===== src/rtl/pdm_pkg.sv =====
// Shared PDM constants, FSM state encoding and the PCM-to-offset-binary helper.
// Used by both the transmit and receive paths.
package pdm_pkg;

  localparam int unsigned DATA_W = 16;
  localparam int unsigned DIV_W  = 32;
  localparam int unsigned HOLD_W = 8;

  typedef enum logic [0:0] {
    IDLE = 1'b0,
    RUN  = 1'b1
  } tx_state_e;

  // Two's complement to offset binary: -2^(W-1) maps to 0, 0 maps to mid-scale.
  function automatic logic [DATA_W-1:0] to_offset(input logic [DATA_W-1:0] s);
    return {~s[DATA_W-1], s[DATA_W-2:0]};
  endfunction

endpackage


===== src/rtl/pdm_tx_if.sv =====
// PCM sample valid/ready handshake between a producer and the PDM transmitter.
interface pdm_tx_if;
  import pdm_pkg::*;

  logic [DATA_W-1:0] sample_in;
  logic              sample_valid;
  logic              sample_ready;

  modport master (output sample_in, output sample_valid, input  sample_ready);
  modport slave  (input  sample_in, input  sample_valid, output sample_ready);

endinterface


===== src/rtl/pdm_clk_gen.sv =====
// PDM bit-clock generator: programmable half period of clk_div+1 cycles.
// bit_event_c_o marks the clk cycle in which clk_out is about to rise.
module pdm_clk_gen
  import pdm_pkg::*;
(
  input  logic             clk,
  input  logic             rst,
  input  logic [DIV_W-1:0] clk_div_i,
  output logic             clk_out_o,
  output logic             bit_event_c_o
);

  logic [DIV_W-1:0] cnt_q, cnt_d;
  logic             tc_q, tc_d;
  logic             clk_out_q, clk_out_d;

  always_ff @(posedge clk or posedge rst) begin
    if (rst) begin
      cnt_q     <= '0;
      tc_q      <= 1'b1;
      clk_out_q <= 1'b1;
    end else begin
      cnt_q     <= cnt_d;
      tc_q      <= tc_d;
      clk_out_q <= clk_out_d;
    end
  end

  // >= makes a lowered clk_div take effect immediately instead of counting to wrap.
  always_comb begin
    cnt_d     = cnt_q + DIV_W'(1);
    tc_d      = 1'b0;
    clk_out_d = clk_out_q;
    if (cnt_q >= clk_div_i) begin
      cnt_d = '0;
      tc_d  = 1'b1;
    end
    if (tc_q) clk_out_d = ~clk_out_q;
  end

  assign clk_out_o     = clk_out_q;
  assign bit_event_c_o = tc_q & ~clk_out_q;

endmodule


===== src/rtl/pdm_tx.sv =====
// PDM transmitter: one-entry sample buffer, zero-order hold of hold_num+1 bits
// per sample and a first-order sigma-delta modulator clocked by the bit clock.
module pdm_tx
  import pdm_pkg::*;
(
  input  logic              clk,
  input  logic              rst,
  input  logic [DIV_W-1:0]  clk_div_i,
  input  logic [HOLD_W-1:0] hold_num_i,
  pdm_tx_if.slave           s_if,
  output logic              clk_out_o,
  output logic              data_out_o,
  output logic              underrun_o
);

  logic bit_event;

  pdm_clk_gen u_clk_gen (
    .clk           (clk),
    .rst           (rst),
    .clk_div_i     (clk_div_i),
    .clk_out_o     (clk_out_o),
    .bit_event_c_o (bit_event)
  );

  tx_state_e         state_q, state_d;
  logic [DATA_W-1:0] cur_q, cur_d;
  logic [DATA_W-1:0] nxt_q, nxt_d;
  logic              nxt_full_q, nxt_full_d;
  logic              ready_q, ready_d;
  logic [HOLD_W-1:0] hold_q, hold_d;
  logic [DATA_W-1:0] acc_q, acc_d;
  logic              data_q, data_d;
  logic              und_q, und_d;

  logic              load;
  logic              accept;
  logic [DATA_W-1:0] sel;
  logic [DATA_W:0]   sum;

  always_ff @(posedge clk or posedge rst) begin
    if (rst) begin
      state_q    <= IDLE;
      cur_q      <= '0;
      nxt_q      <= '0;
      nxt_full_q <= 1'b0;
      ready_q    <= 1'b1;
      hold_q     <= '0;
      acc_q      <= '0;
      data_q     <= 1'b0;
      und_q      <= 1'b0;
    end else begin
      state_q    <= state_d;
      cur_q      <= cur_d;
      nxt_q      <= nxt_d;
      nxt_full_q <= nxt_full_d;
      ready_q    <= ready_d;
      hold_q     <= hold_d;
      acc_q      <= acc_d;
      data_q     <= data_d;
      und_q      <= und_d;
    end
  end

  always_comb begin
    state_d    = state_q;
    cur_d      = cur_q;
    nxt_d      = nxt_q;
    nxt_full_d = nxt_full_q;
    hold_d     = hold_q;
    acc_d      = acc_q;
    data_d     = data_q;
    und_d      = 1'b0;
    load       = 1'b0;
    sel        = cur_q;
    sum        = '0;
    accept     = s_if.sample_valid & ~nxt_full_q;

    // Load slots: first available sample in IDLE, then every hold_num+1 bits in RUN.
    case (state_q)
      IDLE: begin
        if (bit_event && nxt_full_q) begin
          load    = 1'b1;
          state_d = RUN;
        end
      end
      RUN: begin
        if (bit_event && (hold_q == '0)) begin
          if (nxt_full_q) load  = 1'b1;
          else            und_d = 1'b1;
        end
      end
      default: state_d = IDLE;
    endcase

    // Load and accept are mutually exclusive: one needs the buffer full, the other empty.
    if (load) begin
      cur_d      = nxt_q;
      sel        = nxt_q;
      nxt_full_d = 1'b0;
    end
    if (accept) begin
      nxt_d      = s_if.sample_in;
      nxt_full_d = 1'b1;
    end

    if (bit_event) begin
      sum    = {1'b0, acc_q} + {1'b0, to_offset(sel)};
      acc_d  = sum[DATA_W-1:0];
      data_d = sum[DATA_W];
      if (state_q == RUN || load)
        hold_d = (hold_q >= hold_num_i) ? '0 : hold_q + HOLD_W'(1);
    end

    ready_d = ~nxt_full_d;
  end

  assign s_if.sample_ready = ready_q;
  assign data_out_o        = data_q;
  assign underrun_o        = und_q;

endmodule


===== src/flat_wrapper.sv =====
// flat-port wrapper written by rule: the top's interface ports become plain ports
module pdm_tx_flat import pdm_pkg::*;
  (clk, rst, clk_div_i, hold_num_i, clk_out_o, data_out_o, underrun_o, s_if_sample_in, s_if_sample_valid, s_if_sample_ready);
  pdm_tx_if s_if_i ();
  input  logic clk;
  input  logic rst;
  input  logic [DIV_W-1:0] clk_div_i;
  input  logic [HOLD_W-1:0] hold_num_i;
  output logic clk_out_o;
  output logic data_out_o;
  output logic underrun_o;
  input wire logic [$bits(s_if_i.sample_in)-1:0] s_if_sample_in;
  input wire logic [$bits(s_if_i.sample_valid)-1:0] s_if_sample_valid;
  output wire logic [$bits(s_if_i.sample_ready)-1:0] s_if_sample_ready;
  assign s_if_i.sample_in = s_if_sample_in;
  assign s_if_i.sample_valid = s_if_sample_valid;
  assign s_if_sample_ready = s_if_i.sample_ready;
  pdm_tx u_core (.clk(clk), .rst(rst), .clk_div_i(clk_div_i), .hold_num_i(hold_num_i), .s_if(s_if_i), .clk_out_o(clk_out_o), .data_out_o(data_out_o), .underrun_o(underrun_o));
endmodule

===== config.mk =====
export PLATFORM = sky130hd
export DESIGN_NAME = pdm_tx_flat
export DESIGN_NICKNAME = d
export VERILOG_FILES = /design/src/rtl/pdm_pkg.sv /design/src/rtl/pdm_tx_if.sv /design/src/rtl/pdm_clk_gen.sv /design/src/rtl/pdm_tx.sv /design/src/flat_wrapper.sv
export SDC_FILE = /design/constraint.sdc
export NUM_CORES = 1
export LEC_CHECK = 0
export CELL_PAD_IN_SITES_DETAIL_PLACEMENT = 2
export CELL_PAD_IN_SITES_GLOBAL_PLACEMENT = 2
export CORE_ASPECT_RATIO = 1.5
export CORE_MARGIN = 5
export CORE_UTILIZATION = 39
export DETAILED_ROUTE_END_ITERATION = 6
export PLACE_DENSITY = 0.87
export REMOVE_ABC_BUFFERS = 1
export SYNTH_ARGS = -nofsm -noshare
export SYNTH_HDL_FRONTEND = slang
export SYNTH_SLANG_ARGS = --single-unit

===== constraint.sdc =====
create_clock -name clk -period 8.14 [get_ports clk]
set_clock_uncertainty 0.05 [all_clocks]
set_input_delay 1.221 -clock clk [delete_from_list [all_inputs] [get_ports clk]]
set_output_delay 1.221 -clock clk [all_outputs]
set_load 0.05 [all_outputs]

==> Implementation_results.wiki, run 1 <==
{| class="wikitable"
! Metric !! Value
|-
| Worst-path clk slew || 70 ps
|-
| DR DRC count || 0
|-
| Number of antenna violations at the first check in global routing || 0
|-
| Routing usage on met1 || 0.195
|-
| Share of synthesized cell area in full adder, half adder and majority cells || 0.134
|-
| FMAX || 0.224 GHz
|-
| Maximum number of pins on one net before global-route repair || 60
|-
| Die span in y || 157 µm
|-
| Share of layout cells above drive strength 1 || 0.107
|-
| CP Class || flip-flop to flip-flop
|-
| Arrival time of the worst setup path || 4650 ps
|-
| Number of warning messages in the yosys log || 0
|-
| Main combinational cell family by area after synthesis || simple AND/OR/NAND/NOR gates
|-
| Initial DRC count || 84
|-
| Netlist area before placement || 0.00564 mm²
|-
| Cell-by-cell listing of the critical path || nor2b_1 -> nand3_2 -> mux2_2 -> ha_1 -> inv_1 -> fa_1 -> and2b_1 -> o2111ai_2 -> a21oi_2 -> o41ai_4 -> and4_1 -> or3_1
|-
| Met3 Track Usage GR || 0.0349
|-
| Number of hold buffers added after cts || 0
|-
| Critical Path Sink Type || flip-flop
|-
| Clock latency of the later-clocked register in the worst-skew pair || 350 ps
|-
| Proportion of synthesized area in mux cells || 0.0674
|-
| Initial core utilization || 0.392
|-
| Count of pins on the block boundary || 63
|-
| Family of cells with the greatest summed delay on the critical path || simple AND/OR/NAND/NOR gates
|-
| Hold violation count in the final report || 0
|-
| Pleak || 3.30 nW
|-
| Global-route wire length before repair || 26.0 mm
|-
| Number of H-tree levels || 3
|-
| Fin nets || 749
|-
| Final clock period utilization by the worst path || 0.549
|-
| Count of unique library cells instantiated by Yosys || 56
|-
| Share of the synthesized netlist area taken by xor and xnor gates || 0.0667
|-
| Summed negative setup slack over all endpoints || 0 ps
|-
| Routed WL per cell || roughly 19 µm
|-
| Total number of clock tree sinks || 95
|-
| Final count of negative-setup-slack endpoints || 0
|-
| Count of buffering cells on the critical path with inverters included || 1
|-
| Max Cap Viol || 0
|-
| Worst IR drop on VDD || 117 µV
|-
| PnR Total Power || between 1 and 1.5 mW
|-
| Global-route layer with the greatest usage || met2
|-
| EDFF count, synth || 0
|-
| Total via count after detailed routing || 4439
|-
| Proportion of synthesized chip area in sequential cells || 0.422
|-
| Cell count after synthesis || 566
|-
| Root Buffer Master || clkbuf_16
|-
| Setup repair after global routing missed its margin || false
|-
| Via-to-Cell Ratio || 5.34
|-
| R2R Setup Slk || 3670 ps
|-
| Shortest period the worst path allows || 4470 ps
|-
| Fraction of the core area covered by cells at the end of the flow || 0.473
|-
| Critical path startpoint category || flip-flop
|-
| # diodes || 0
|-
| DRT antenna net count || 0
|-
| Commonest register cell after synthesis || dfrtp_1
|-
| Overflow after GRT || 0
|-
| Power Density || 162 mW/mm²
|-
| Average size of a mapped cell || 9.97 µm²
|-
| Commonest cells after routing, fill and taps aside || 92 x dfrtp_1, 62 x clkdlybuf4s50_1, 59 x ha_1, 54 x nand2_1, 52 x nor2_1
|-
| Number of post-CTS setup repair buffers || 0
|-
| Total of buffers placed on input and output ports || between 60 and 70
|-
| First-pass iteration count of the detailed router || 4
|-
| Post-synthesis share of cell area spent on and, or, nand and nor gates || 0.158
|-
| Seq. cell area || 0.00238 mm²
|-
| Filler cell count || ~1500
|-
| GRT Util Overall || 0.196
|-
| Share of synthesized flip-flops with an asynchronous set or reset || 1.00
|-
| Clock buffer depth || 2
|-
| Worst hold path class || flip-flop to flip-flop
|-
| Largest stage delay, worst path || 630 ps
|-
| HPWL Detailed || 11.6 mm
|-
| Required time of the critical path || between 8000 and 9000 ps
|-
| Register bit count reported by yosys || between 90 and 100
|-
| Met2 usage in global routing || 0.398
|-
| Max-slew violations || 0
|-
| Worst slew margin || 0.474
|-
| Critical Path Slowest Stage Cell || nor2b_1
|-
| Fraction of the mapped netlist area in compound gates || 0.108
|-
| Total routed wirelength || 15.7 mm
|-
| Largest fanout on the critical path || 17
|-
| Status || finished clean
|-
| Synthesis-to-layout area growth || 20.6%
|-
| Resize count post-CTS || 0
|-
| Cts bufs inserted || 9
|-
| Last weighted congestion value of the routability-driven placer || 0.805
|-
| Footprint of the multi-input gates || 0.00302 mm²
|-
| Total Die Area || 0.0170 mm²
|-
| Core Rows || 54
|-
| Fin worst setup slack || 3670 ps
|-
| Worst slack at placement || 3730 ps
|-
| Horizontal die dimension || 108 µm
|-
| Commonest non-fill, non-tap cell in the layout || dfrtp_1
|-
| Slew at the pin closest to its max-slew limit || slightly below 800 ps
|-
| CTS tree || built
|-
| Via count of the first global-routing pass || 5261
|-
| Core region area || 0.0144 mm²
|}
-- synth_stat cells (2+ instances only) --
master	count	area share
dfrtp_1	92	0.41
ha_1	59	0.13
nand2_1	54	0.036
inv_1	52	0.035
nor2_1	52	0.035
mux2_2	32	0.064
o21ai_0	30	0.027
xor2_1	28	0.043
a21oi_1	27	0.024
xnor2_1	15	0.023
nand3_1	14	0.012
and4_1	12	0.019
clkbuf_1	8	0.0053
a21o_1	6	0.0080
and3_1	6	0.0067
nand4_1	6	0.0067
a211oi_1	5	0.0067
and2_1	4	0.0044
buf_2	4	0.0035
nor2b_1	4	0.0044
or3_1	4	0.0044
dfstp_2	3	0.014
nand2b_1	3	0.0033
nor3_1	3	0.0027
a22o_1	2	0.0031
mux2i_1	2	0.0035
nand3_2	2	0.0035
nand4_2	2	0.0044
nor2_2	2	0.0022
nor4_1	2	0.0022
o211ai_1	2	0.0027
o21bai_1	2	0.0027
o22ai_1	2	0.0022
o311ai_0	2	0.0031
o31ai_1	2	0.0027
-- per-stage QoR --
stage | instance area, µm² | hold WS, ps | std cells
after global placement | 6480 | 422 | 815
after detailed placement | 6480 | 436 | 815
after global routing | 6810 | 478 | 831
after floorplan | 5590 | 402 | 554
after CTS | 6810 | 453 | 831
final | 6810 | 452 | 831
-- report_power, final --
part / leakage [nW] / total [mW] / internal, mW / switching [mW]
clock network: 0.160 / 0.468 / 0.286 / 0.182
registers: 1.23 / 0.512 / 0.496 / 0.0161
logic: 1.91 / 0.124 / 0.0638 / 0.0603
-- layer usage --
metal  part of all wire  vias to the layer above  wire, µm
li1                   -                     2080         -
met1               0.36                     2271      5660
met2               0.59                       66      9250
met3              0.030                       22       473
met4              0.021                        0       324
met5                  0                        -         0
-- worst register-to-register path: stages (launching register included) --
cell       delay [ps]
dfstp_2           570
nor2b_1           630
nand3_2           630
mux2_2            410
ha_1              190
inv_1              70
fa_1              390
and2b_1           250
o2111ai_2         170
a21oi_2           320
o41ai_4           120
and4_1            210
or3_1             340
-- registers in the layout, summed over array words and instances, names as in the netlist --
register,cells
u_core.u_clk_gen.clk_out_o,1
u_core.u_clk_gen.cnt_q,32
u_core.s_if.sample_ready,1
u_core.state_q,1
u_core.acc_q,16
u_core.nxt_full_q,1
u_core.underrun_o,1
u_core.u_clk_gen.tc_q,1
u_core.nxt_q,16
u_core.data_out_o,1
u_core.cur_q,16
u_core.hold_q,8
-- path summary, 6_finish.rpt --
path                                                 start                      endpoint  cells after the start
min reg2reg                   u_core.acc_q[15]$_DFFE_PP0N_  u_core.acc_q[15]$_DFFE_PP0N_                      2
min in group asynchronous                              rst     u_core.cur_q[8]$_DFF_PP0_                      2
max                        u_core.u_clk_gen.tc_q$_DFF_PP1_  u_core.acc_q[14]$_DFFE_PP0N_                     12
max in group asynchronous                              rst     u_core.cur_q[4]$_DFF_PP0_                      3
max reg2reg                u_core.u_clk_gen.tc_q$_DFF_PP1_  u_core.acc_q[14]$_DFFE_PP0N_                     12
min                           u_core.acc_q[15]$_DFFE_PP0N_  u_core.acc_q[15]$_DFFE_PP0N_                      2
-- cell families (layout without fill, tap and decap cells) --
logic type	Yosys count	count (layout)
muxes	34	34
buffers and inverters	64	133
DFF	95	95
AOI/OAI and AO/OA	94	94
adders and majority gates	60	60
xor gates and xnor gates	43	43
and+or+nand+nor	176	176
-- area by class of cell --
class	count	share of cell area
Timing Repair Buffer	65	0.0945
Clock buffer	13	0.0382
Multi-Input combinational cell	407	0.443
Tap cell	196	0.0360
Inverter	52	0.0289
Clock inverter	3	0.00956
Sequential cell	95	0.350
No activity file was read; power rests on OpenSTA's default activity.
==> run 2: changes to the inputs <==
--- a/config.mk
+++ b/config.mk
@@ -9,9 +9,9 @@
 export CELL_PAD_IN_SITES_GLOBAL_PLACEMENT = 2
 export CORE_ASPECT_RATIO = 1.5
 export CORE_MARGIN = 5
-export CORE_UTILIZATION = 39
+export CORE_UTILIZATION = 36
 export DETAILED_ROUTE_END_ITERATION = 6
-export PLACE_DENSITY = 0.87
+export PLACE_DENSITY = 0.82
 export REMOVE_ABC_BUFFERS = 1
 export SYNTH_ARGS = -nofsm -noshare
 export SYNTH_HDL_FRONTEND = slang
==> constraint.sdc (replaced) <==
create_clock -name clk -period 4.6 [get_ports clk]
set_clock_uncertainty 0.05 [all_clocks]
set_input_delay 0.69 -clock clk [delete_from_list [all_inputs] [get_ports clk]]
set_output_delay 0.69 -clock clk [all_outputs]
set_load 0.05 [all_outputs]
==> run 2 against run 1 <==
Effect of this change:
- largest cell class unchanged
- global-route usage shrank 2.0 points
- non-clock buffer count grew 3
- register-to-register slack lost 3000 ps
- clock power grew 71%
==> Implementation_results.wiki, run 2 (synthesis results as in run 1) <==
{| class="wikitable"
! Metric !! Value
|-
| Number of cells in the finished layout apart from fillers || approximately 840
|-
| Number of hold buffers added after cts || 0
|-
| Total of buffers placed on input and output ports || between 60 and 70
|-
| Comb pwr share || 0.113
|-
| Root Buffer Master || clkbuf_16
|-
| Count of pins on the block boundary || 63
|-
| Share of layout cells above drive strength 1 || 0.111
|-
| Sequential share of power || 0.471
|-
| Switching component of the power || 0.455 mW
|-
| Instance count after placement with tap cells included || 825
|-
| Arrival time of the worst setup path || about 4100 ps
|-
| Filler cell count || 1695
|-
| Setup repair after global routing missed its margin || false
|-
| Number of post-CTS setup repair buffers || 0
|-
| Pleak || approximately 3.3 nW
|-
| Core Rows || 56
|-
| Largest fanout on the critical path || 11
|-
| Max-slew violations || 0
|-
| Synthesis-to-layout area growth || 21.0%
|-
| Die span in y || 163 µm
|-
| Shortest period the worst path allows || 3960 ps
|-
| HPWL Detailed || 11.7 mm
|-
| Power Density || 282 mW/mm²
|-
| Critical path startpoint category || flip-flop
|-
| Cts bufs inserted || 9
|-
| GRT Util Overall || 0.176
|-
| Commonest cells after routing, fill and taps aside || 92 x dfrtp_1, 62 x clkdlybuf4s50_1, 59 x ha_1, 54 x nand2_1, 52 x nor2_1
|-
| DR DRC count || 0
|-
| Sw Ratio || 0.237
|-
| Overflow after GRT || 0
|-
| Area of all placed cells without fillers || 0.00683 mm²
|-
| Via count of the first global-routing pass || 5268
|-
| Via-to-Cell Ratio || around 5.2
|-
| Clock buffer depth || 2
|-
| Footprint of the multi-input gates || 0.00302 mm²
|-
| Last weighted congestion value of the routability-driven placer || just under 0.8
|-
| Global-route wire length before repair || between 20 and 30 mm
|-
| R2R Setup Slk || 640 ps
|-
| Internal power contribution || 1.47 mW
|-
| Resize count post-CTS || 0
|-
| PnR Total Power || a little under 2 mW
|-
| First-pass iteration count of the detailed router || 4
|-
| Core region area || 0.0156 mm²
|-
| Status || finished clean
|-
| Total routed wirelength || 15.4 mm
|-
| Hold violation count in the final report || 0
|-
| Fin nets || 752
|-
| Required time of the critical path || 4760 ps
|-
| Total via count after detailed routing || around 4400
|-
| Fraction of the core area covered by cells at the end of the flow || 0.439
|-
| FMAX || 0.252 GHz
|-
| Summed negative setup slack over all endpoints || 0 ps
|-
| Number of antenna violations at the first check in global routing || 0
|-
| Seq. cell area || about 0.0024 mm²
|-
| Largest register by flop count || u_core.u_clk_gen.cnt_q
|-
| Number of cells on the worst reg-to-reg path || 13
|-
| Area post-placement || 0.00651 mm²
|-
| Routed WL per cell || 18.3 µm
|-
| Total number of clock tree sinks || 95
|-
| Max Cap Viol || 0
|-
| Maximum number of pins on one net before global-route repair || 40
|-
| Number of flip-flops under the largest register name || 32
|-
| Final count of negative-setup-slack endpoints || 0
|-
| Worst IR drop on VDD || 201 µV
|-
| Worst R2R Start || u_core.hold_q[4]$_DFFE_PP0P_
|-
| Total Die Area || 0.0183 mm²
|-
| Final clock period utilization by the worst path || 0.861
|-
| Worst slew margin || 0.514
|-
| Worst hold path class || flip-flop to flip-flop
|-
| CP Class || flip-flop to flip-flop
|-
| Clock latency of the later-clocked register in the worst-skew pair || 340 ps
|-
| DRT antenna net count || 0
|-
| CTS tree || built
|-
| # diodes || 0
|-
| Worst R2R End || u_core.acc_q[15]$_DFFE_PP0N_
|-
| Number of H-tree levels || 3
|-
| Initial DRC count || 80
|-
| Slew at the pin closest to its max-slew limit || 729 ps
|-
| Timing endpoint of the critical path || u_core.acc_q[15]$_DFFE_PP0N_
|-
| Horizontal die dimension || 112 µm
|-
| Initial core utilization || 0.363
|-
| Commonest non-fill, non-tap cell in the layout || dfrtp_1
|-
| Worst-path clk slew || 70 ps
|-
| Critical Path Sink Type || flip-flop
|-
| Share of power burned in the clock network || 0.416
|-
| CP Launch Point || u_core.hold_q[4]$_DFFE_PP0P_
|}
==> run 2: cell type report <==
| cell class | count | area share |
|---|---|---|
| inverter | 52 | 0.0288 |
| clock buffer | 11 | 0.0341 |
| sequential | 95 | 0.349 |
| clock inverter | 5 | 0.0119 |
| tap | 203 | 0.0372 |
| timing repair buffer | 68 | 0.0975 |
| multi-input combinational | 407 | 0.442 |
==> run 2: critical path: stages (launching register included) <==
cell       delay [ps]
dfrtp_1           450
nor4_1            420
nand3_1           170
nand2_1           120
nand3_2           210
buf_4             280
mux2_2            310
ha_1              380
a2111oi_2         390
o21ai_1           160
a211oi_2          350
a211oi_1          170
nor3_1            270
o31ai_2           110
==> run 2: per-layer routing <==
metal	wire (µm)	GRT usage	vias up
met1	5660	0.178	2240
met5	0	0	-
met3	407	0.0278	16
met4	211	0.0508	0
li1	-	-	2083
met2	9160	0.359	57
==> run 2: power groups by stage <==
stage | logic, mW | clock network (mW) | registers [mW]
2_1_floorplan | 0.123 | 0 | 0.914
3_3_place_gp | 0.206 | 0 | 0.919
3_5_place_dp | 0.220 | 0 | 0.923
4_1_cts | 0.224 | 0.825 | 0.908
5_1_grt | 0.247 | 0.864 | 0.910
6_report | 0.218 | 0.800 | 0.907
==> run 2: how the worst min path moves through the flow <==
stage	startpoint	endpoint	slack (ps)	depth (start not counted)
2_1_floorplan	u_core.acc_q[0]$_DFFE_PP0N_	u_core.acc_q[0]$_DFFE_PP0N_	400	2
3_3_place_gp	u_core.acc_q[10]$_DFFE_PP0N_	u_core.acc_q[10]$_DFFE_PP0N_	430	2
3_5_place_dp	u_core.cur_q[7]$_DFF_PP0_	u_core.cur_q[7]$_DFF_PP0_	440	1
4_1_cts	u_core.cur_q[7]$_DFF_PP0_	u_core.cur_q[7]$_DFF_PP0_	460	1
5_1_grt	u_core.cur_q[11]$_DFF_PP0_	u_core.cur_q[11]$_DFF_PP0_	470	1
6_report	u_core.cur_q[11]$_DFF_PP0_	u_core.cur_q[11]$_DFF_PP0_	450	1
==> run 2: per-stage QoR <==
stage                     setup slack [ps]  hold slack, ps
after floorplan                       1020             402
after global placement                1030             427
after detailed placement               827             442
after CTS                              587             456
after global routing                   346             474
final                                  638             451
